[src/rtl/rot_frame_buffer.sv]
// Frame buffer fed pixel-by-pixel by an image rotator, read back one row per cycle for display.
// Define ROT_FB_DOUBLE_BUFFER_EN for ping-pong banks; the default build uses one shared bank.
module rot_frame_buffer #(
  parameter int ROWS = 48,
  parameter int COLS = 6
) (
  input  logic            clk,
  input  logic            reset,
  input  logic            pix_valid,
  output logic            pix_ready,
  input  logic [5:0]      pix_row,
  input  logic [2:0]      pix_col,
  input  logic            pix_bit,
  input  logic            pix_last,
  input  logic [5:0]      rd_row,
  output logic [COLS-1:0] rd_data,
  output logic            frame_ready,
  output logic [7:0]      frame_cnt,
  output logic            err_oob
);

  typedef enum logic [1:0] {
    CLEAR  = 2'd0,
    FILL   = 2'd1,
    COMMIT = 2'd2
  } state_t;

  localparam logic [6:0] ROWS_LIM = 7'(ROWS);
  localparam logic [3:0] COLS_LIM = 4'(COLS);
  localparam logic [5:0] CLR_LAST = 6'(ROWS - 1);

  state_t          state_q;
  state_t          state_d;
  logic [5:0]      clr_row_q;
  logic            disp_vld_q;
  logic            xfer;
  logic            pix_in_range;
  logic            rd_in_range;
  logic            clr_we;
  logic            clr_done;
  logic            pix_we;
  logic [COLS-1:0] rd_word;

  assign xfer         = pix_valid && pix_ready;
  assign pix_in_range = ({1'b0, pix_row} < ROWS_LIM) && ({1'b0, pix_col} < COLS_LIM);
  assign rd_in_range  = {1'b0, rd_row} < ROWS_LIM;
  assign clr_we       = (state_q == CLEAR);
  assign clr_done     = clr_we && (clr_row_q == CLR_LAST);
  assign pix_we       = xfer && pix_in_range;

  always_ff @(posedge clk or negedge reset) begin
    if (!reset) state_q <= CLEAR;
    else        state_q <= state_d;
  end

  always_comb begin
    state_d = state_q;
    case (state_q)
      CLEAR:   if (clr_done) state_d = FILL;
      FILL:    if (xfer && pix_last) state_d = COMMIT;
      COMMIT:  state_d = CLEAR;
      default: state_d = CLEAR;
    endcase
  end

  // Moore outputs keep pix_ready independent of pix_valid.
  always_comb begin
    pix_ready   = 1'b0;
    frame_ready = 1'b0;
    case (state_q)
      FILL:    pix_ready = 1'b1;
      COMMIT:  frame_ready = 1'b1;
      default: ;
    endcase
  end

  always_ff @(posedge clk or negedge reset) begin
    if (!reset) begin
      clr_row_q <= '0;
      frame_cnt <= '0;
      err_oob   <= 1'b0;
    end else begin
      if (clr_we) clr_row_q <= clr_done ? 6'd0 : clr_row_q + 6'd1;
      if (state_q == COMMIT) frame_cnt <= frame_cnt + 8'd1;
      if (xfer && !pix_in_range) err_oob <= 1'b1;
    end
  end

`ifdef ROT_FB_DOUBLE_BUFFER_EN
  logic            disp_sel_q;
  logic            wr_sel;
  logic [COLS-1:0] mem [2][ROWS];

  assign wr_sel = ~disp_sel_q;

  // The display bank is blank until the first frame has been committed into it.
  always_ff @(posedge clk or negedge reset) begin
    if (!reset) begin
      disp_sel_q <= 1'b0;
      disp_vld_q <= 1'b0;
    end else if (state_q == COMMIT) begin
      disp_sel_q <= ~disp_sel_q;
      disp_vld_q <= 1'b1;
    end
  end

  always_ff @(posedge clk) begin
    if (clr_we) mem[wr_sel][clr_row_q] <= '0;
    if (pix_we) mem[wr_sel][pix_row][pix_col] <= pix_bit;
  end

  assign rd_word = rd_in_range ? mem[disp_sel_q][rd_row] : '0;
`else
  logic [COLS-1:0] mem [ROWS];

  // Rows not yet reached by the first clear pass read as blank.
  always_ff @(posedge clk or negedge reset) begin
    if (!reset)        disp_vld_q <= 1'b0;
    else if (clr_done) disp_vld_q <= 1'b1;
  end

  always_ff @(posedge clk) begin
    if (clr_we) mem[clr_row_q] <= '0;
    if (pix_we) mem[pix_row][pix_col] <= pix_bit;
  end

  assign rd_word = rd_in_range ? mem[rd_row] : '0;
`endif

  // Registered read; same-edge writes are not yet visible in rd_word.
  always_ff @(posedge clk or negedge reset) begin
    if (!reset) rd_data <= '0;
    else        rd_data <= disp_vld_q ? rd_word : '0;
  end

endmodule

[config.mk]
export PLATFORM = sky130hd
export DESIGN_NAME = rot_frame_buffer
export DESIGN_NICKNAME = d
export VERILOG_FILES = /design/src/rtl/rot_frame_buffer.sv
export SDC_FILE = /design/constraint.sdc
export NUM_CORES = 1
export LEC_CHECK = 0
export BUFFER_PORTS_ARGS = -buffer_cell sky130_fd_sc_hd__buf_2
export CAP_MARGIN = 20
export CORE_ASPECT_RATIO = 0.9
export CORE_MARGIN = 2
export CORE_UTILIZATION = 50
export CTS_BUF_LIST = sky130_fd_sc_hd__clkbuf_16
export DETAILED_ROUTE_END_ITERATION = 8
export PLACE_DENSITY = 0.71
export SYNTH_ARGS = -nofsm -noshare
export SYNTH_HDL_FRONTEND = slang
export SYNTH_SLANG_ARGS = --single-unit
[constraint.sdc]
create_clock -name clk -period 5.9 [get_ports clk]
set_clock_uncertainty 0.1 [all_clocks]
set_input_delay 0.885 -clock clk [delete_from_list [all_inputs] [get_ports clk]]
set_output_delay 0.885 -clock clk [all_outputs]
set_load 0.02 [all_outputs]
---- Word level (Yosys, flattened, before mapping) ----
Memories as Yosys holds them, arrays and structs flattened.
Cells that the tools add are included.
word-level totals
  output and inout bits ................... 17
  flip-flop bits (word level) ............. 24
  bits of input ports ..................... 20
  bits in writable memories ............... 288
  word-level logic and storage cells ...... 47
  memories kept ........................... 1
memory list
  memory  words  bits a word  read ports  clocked after Yosys merged registers in  wr ports  RTL line  RTL
  mem     48     6            1           0                                        1         114       logic [COLS-1:0] mem [ROWS];
cells by class
  muxes and demuxes ....................... 17
  reductions and logical operators ........ 11
  eq/ne operators ......................... 5
  $lt $le $gt $ge ......................... 5
  add/sub/neg operators ................... 2
operators by type and width
  kind                   count
  $mux W6                7
  $lt A6 B6 Y1 const B   2
  $add A8 B1 Y8 const B  1
  $logic_and A1 B1 Y1    7
  $add A6 B1 Y6 const B  1
  $eq A6 B6 Y1 const B   1
  $mux W1                6
  $reduce_or A6 Y1       1
  $lt A3 B4 Y1 const B   1
  $mux W2                2
  $pmux W2 S2            1
  $demux W1 S3           1
  $ge A3 B1 Y1 const B   1
  $lt A3 B3 Y1 const B   1
  $eq A2 B1 Y1 const B   1
  $eq A2 B2 Y1 const B   1
  $logic_not A2 Y1       1
  $ne A2 B1 Y1 const B   1
  $ne A2 B2 Y1 const B   1
  $reduce_and A2 Y1      1
  $logic_not A1 Y1       1

---- Logic depth before layout (Yosys ltp) ----
  word-level depth ........................ 8
  mapped depth ............................ 9
  gate-level depth less buffers ........... 5

---- Worst setup path before layout ----
Ideal clock, no wire load.
  path kind ............................... input-to-reg
  start point ............................. in pix_col[1]
  end point ............................... mem mem[0][0], data pin
  arrival ................................. 5.193 ns
  path buffers ............................ 1
  setup time .............................. 0.956 ns
  data required time ...................... 4.844 ns
  stages on the path ...................... 4
  setup slack ............................. -0.349 ns
  cell sequence ........................... a22oi_2 and3_1 buf_2 and2_1
on the way
  longest elaborated chain between the ends .. 7
  elaborated cells on any way between the ends .. 12
  those cells by class .................... order compare: 3; mux: 5; reduce/logical: 4
ends and longest elaborated chain
  element                                                                      RTL line  RTL
  start: declaration                                                           12        input logic [2:0] pix_col,
  $lt A3 B4 Y1 (implied by the code), or another cell as far along             124       if (pix_we) mem[pix_row][pix_col] <= pix_bit;
  $logic_and A1 B1 Y1, on equally long branches                                124, 45
  $mux W1 (implied by the code) / $logic_and A1 B1 Y1 (equally long branches)  124, 49
  $demux W1 S3 / $mux W1 (equally long branches)                               124
  $mux W6 (implied by the code) (*)                                            124
  $reduce_or A6 Y1 (no source line) (*)                                        --
  $mux W6 (no source line) (*)                                                 --
  end: declaration                                                             114
Mark *: on every way between the ends. The rest lies on a longest branch, timed or not.

---- Worst setup path in the final report ----
  start point ............................. reg state_q[1]
  end point ............................... mem mem[44][1], data pin
on the way
  longest elaborated chain between the ends .. 8
ends and longest elaborated chain
  element                            RTL line  RTL
  start: declaration                 32        state_t state_q;
  start signal: assignment           53        else state_q <= state_d;
  $eq A2 B1 Y1                       70        case (state_q)
  $mux W1                            70
  $logic_and A1 B1 Y1                44        assign xfer = pix_valid && pix_ready;
  $logic_and A1 B1 Y1                49        assign pix_we = xfer && pix_in_range;
  $mux W1                            124
  $mux W6 (implied by the code)      124
  $reduce_or A6 Y1 (no source line)  --
  $mux W6 (no source line)           --
No other way between the ends.

==> results by group <==
STA
  • Tmin final: 3.22 ns
  • Max_slew headroom: 31.5%
  • RSZ-0062 raised after global routing: false
  • Crit share post-route: 54.5%
  • Final setup viols: 0
  • Final Slew Violations: 0
  • Setup_tns: 0 ns
  • Fmax: 311 MHz
  • Final-report hold violation count: 0
  • Worst-Margin Slew: 1.01 ns

CTS
  • Skew-Pair Late Insertion Delay: 0.56 ns
  • Num CTS Buffers: 31
  • Post CTS Setup Buffer Count: 0
  • Hold Buf Count CTS: 0
  • H-tree Lvls: 1
  • # clock sinks: 312
  • TritonCTS clock tree: built
  • Bufs on Longest Clock Path: 3
  • Root Buffer: clkbuf_16
  • Worst-path clk slew: 0.06 ns
  • Post-CTS sizing: 0

GRT
  • GRT Util Overall: 22.8%
  • Initial antenna violation count: 0
  • Grt ovf: 0
  • Largest net degree at the start of global routing: 140
  • Vias in the first global route: 8,760
  • First-pass GRT wire length: 51,700 microns

Run
  • MaxCap Viol Count: 0

Final layout
  • Post-route insts no fill: 1,396
  • Fin nets: 1,035
  • Filler cell count: 2,197
  • Antenna Cells: 0
  • Final core area utilization: 56.1%
  • Share of cells above drive strength 1: 16.6%
  • Area growth from synthesis to layout: 10.5%

Synthesis
  • Top post-synthesis cells by area: edfxtp_1, mux4_2, nor3_1
  • Synthesized cell area: 14,200 sq um
  • XOR/XNOR Fraction of Synth Area: 0.556%
  • Synth area leader: edfxtp_1
  • Multiplexer share of the synthesized area: 12.5%
  • Post-Syn Nets: 1,043
  • Share of the synthesized area in the top cell type: 61.0%
  • Avg Cell Area, Syn: 13.9 sq um
  • EDFF count, synth: 288
  • Primary FF master, synth: edfxtp_1
  • Post-Syn Instances: 1,021
  • Sequential share of the synthesized area: 65.2%
  • Syn. warnings: 0
  • Largest family of logic cells by synthesized area: simple AND/OR/NAND/NOR gates
  • Simple-Gate Fraction of Synth Area: 13.6%
  • Yosys cell types: 60
  • Adder-cell share of the synthesized area: 0.176%
  • Post-synthesis sequential element count: 312
  • Post-synthesis compound-gate area fraction: 4.65%
  • Synth async-reset ratio: 7.69%

Setup path
  • R2R Path Start: state_q[1]$_DFFE_PN0P_
  • Register-to-Register Path Depth: 4
  • Critical Path RT: 6.06 ns
  • Worst setup SP type: flip-flop
  • Reg2reg end: mem[44][1]$_DFFE_PP_
  • Worst R2R Setup Slack: 2.68 ns
  • Crit. End Element: flip-flop
  • WS Path Type: flip-flop to flip-flop
  • Crit path arrival time: 3.37 ns
  • Critical-path maximum fanout: 83

Die
  • Die width: 182 microns
  • Row Count: 58
  • Chip Height: 164 microns
  • Starting Density: 50.7%
  • Die area: 29,700 sq um
  • Ports: 37
  • Core Region: 27,900 sq um

Routing
  • Via density per instance: 6.26
  • First-pass iteration count of the detailed router: 8
  • Vias: 8,739
  • Mean routed wirelength per cell: 23.7 microns
  • DR iter-0 viols: 1,217
  • Final WL: 33,100 microns
  • DRT antenna net count: 0
  • DRC Markers: 0

Power and ir drop
  • Pwr/cell area: 289 nW/um^2
  • Peak supply drop: 0.257 mV
  • Static Leak: 5.51 nW
  • Total power: 4.53 mW

Place
  • HPWL after detailed placement: 19,100 microns
  • Final Wtd Congestion: 0.805
  • DP Cell Count: 1,339
  • Number of port buffers: 36

Hold path
  • Hold crit path type: input pin to async pin

Status
  • Status: completed
[critical path, cell delays in order, from the launching register on]
cell	delay [ns]
dfrtp_1	0.40
nor2b_1	0.43
and3_1	0.64
and2_4	0.64
buf_4	0.67
[registers in the layout, indices dropped and copies added, names as in the netlist]
| signal | count |
|---|---|
| err_oob | 1 |
| mem | 288 |
| state_q | 2 |
| frame_cnt | 8 |
| rd_data | 6 |
| clr_row_q | 6 |
| disp_vld_q | 1 |
[metrics by stage]
| stage | cell area, sq um | worst slack (ns) | hold slack [ns] |
|---|---|---|---|
| finish | 15700 | 2.68 | 0.262 |
| global route | 15700 | 2.41 | 0.289 |
| CTS | 15600 | 2.67 | 0.248 |
| detailed placement | 14700 | 2.22 | 0.366 |
| global placement | 14700 | 2.28 | 0.355 |
| floorplan | 14200 | 1.72 | 0.339 |
[metal layers]
metal	wire [microns]	vias up	GRT usage (%)	part of all wire [%]
met5	0	-	0	0
met4	860	0	6.43	2.6
met3	2930	62	4.77	8.8
met2	15500	338	36.7	47
met1	13800	4441	32.0	42
li1	-	3898	-	-
[cell usage in the layout, fill, tap and decap left out, types with 7 or more instances in the layout]
cell and instances:
a211oi_1 14, a21oi_1 9, a22oi_1 20, buf_2 35, buf_4 17, clkbuf_16 31
clkinv_1 8, dfrtp_1 24, edfxtp_1 288, inv_1 12, mux2i_1 55, mux4_2 48
nand2_1 19, nand2b_1 12, nor2_1 130, nor2b_1 9, nor3_1 175, nor3b_1 8
o21bai_1 7, xnor2_1 7
[worst max path at each step]
stage,start,to,cells after the start
after CTS,state_q[1]$_DFFE_PN0P_,mem[43][4]$_DFFE_PP_,4
after global routing,state_q[0]$_DFFE_PN0P_,mem[40][4]$_DFFE_PP_,4
final,state_q[1]$_DFFE_PN0P_,mem[44][1]$_DFFE_PP_,4
after floorplan,pix_col[1],mem[0][0]$_DFFE_PP_,4
after global placement,pix_col[2],mem[46][1]$_DFFE_PP_,5
after detailed placement,pix_col[2],mem[47][1]$_DFFE_PP_,5
[Yosys cell counts, types with 3 or more instances]
library cell / number
and3_1: 5
buf_2: 41
a22oi_1: 20
mux4_2: 48
a21oi_1: 11
nand3_1: 6
a22o_1: 4
nor3b_1: 8
nor2_1: 130
mux2i_1: 57
clkbuf_1: 44
nand3b_1: 5
nor2b_1: 9
inv_1: 3
a31oi_1: 3
nor3_1: 175
dfrtp_1: 24
xnor2_1: 7
o221ai_1: 6
o22ai_1: 6
nand2_1: 19
o21bai_1: 7
mux2_2: 3
mux2i_2: 4
and2_1: 3
edfxtp_1: 288
buf_4: 9
nand2b_1: 12
or2_2: 3
a211oi_1: 14
or2_1: 5
[cells by family after synthesis]
logic type               Yosys count
AO/OA/AOI/OAI                     88
adder cells (fa/ha/maj)            2
XOR/XNOR                           9
AND/OR/NAND/NOR                  395
buffers and inverters            101
flip-flops                       312
multiplexers                     114
[report_power, final]
group	switching (mW)	total [mW]	internal, mW
registers	0.00577	2.42	2.41
logic	0.190	0.272	0.0820
clock network	0.805	1.83	1.03
total	1.00	4.53	3.52
[cell type report]
type	instances	area, sq um	area share (%)
Sequential cell	312	9250	59.0
Multi-Input combinational cell	608	4620	29.5
Clock buffer	31	776	4.95
Tap cell	360	450	2.87
Timing Repair Buffer	57	410	2.62
Clock inverter	25	156	0.998
Inverter	3	11.3	0.0719
Power figures use the tool's default switching activity.
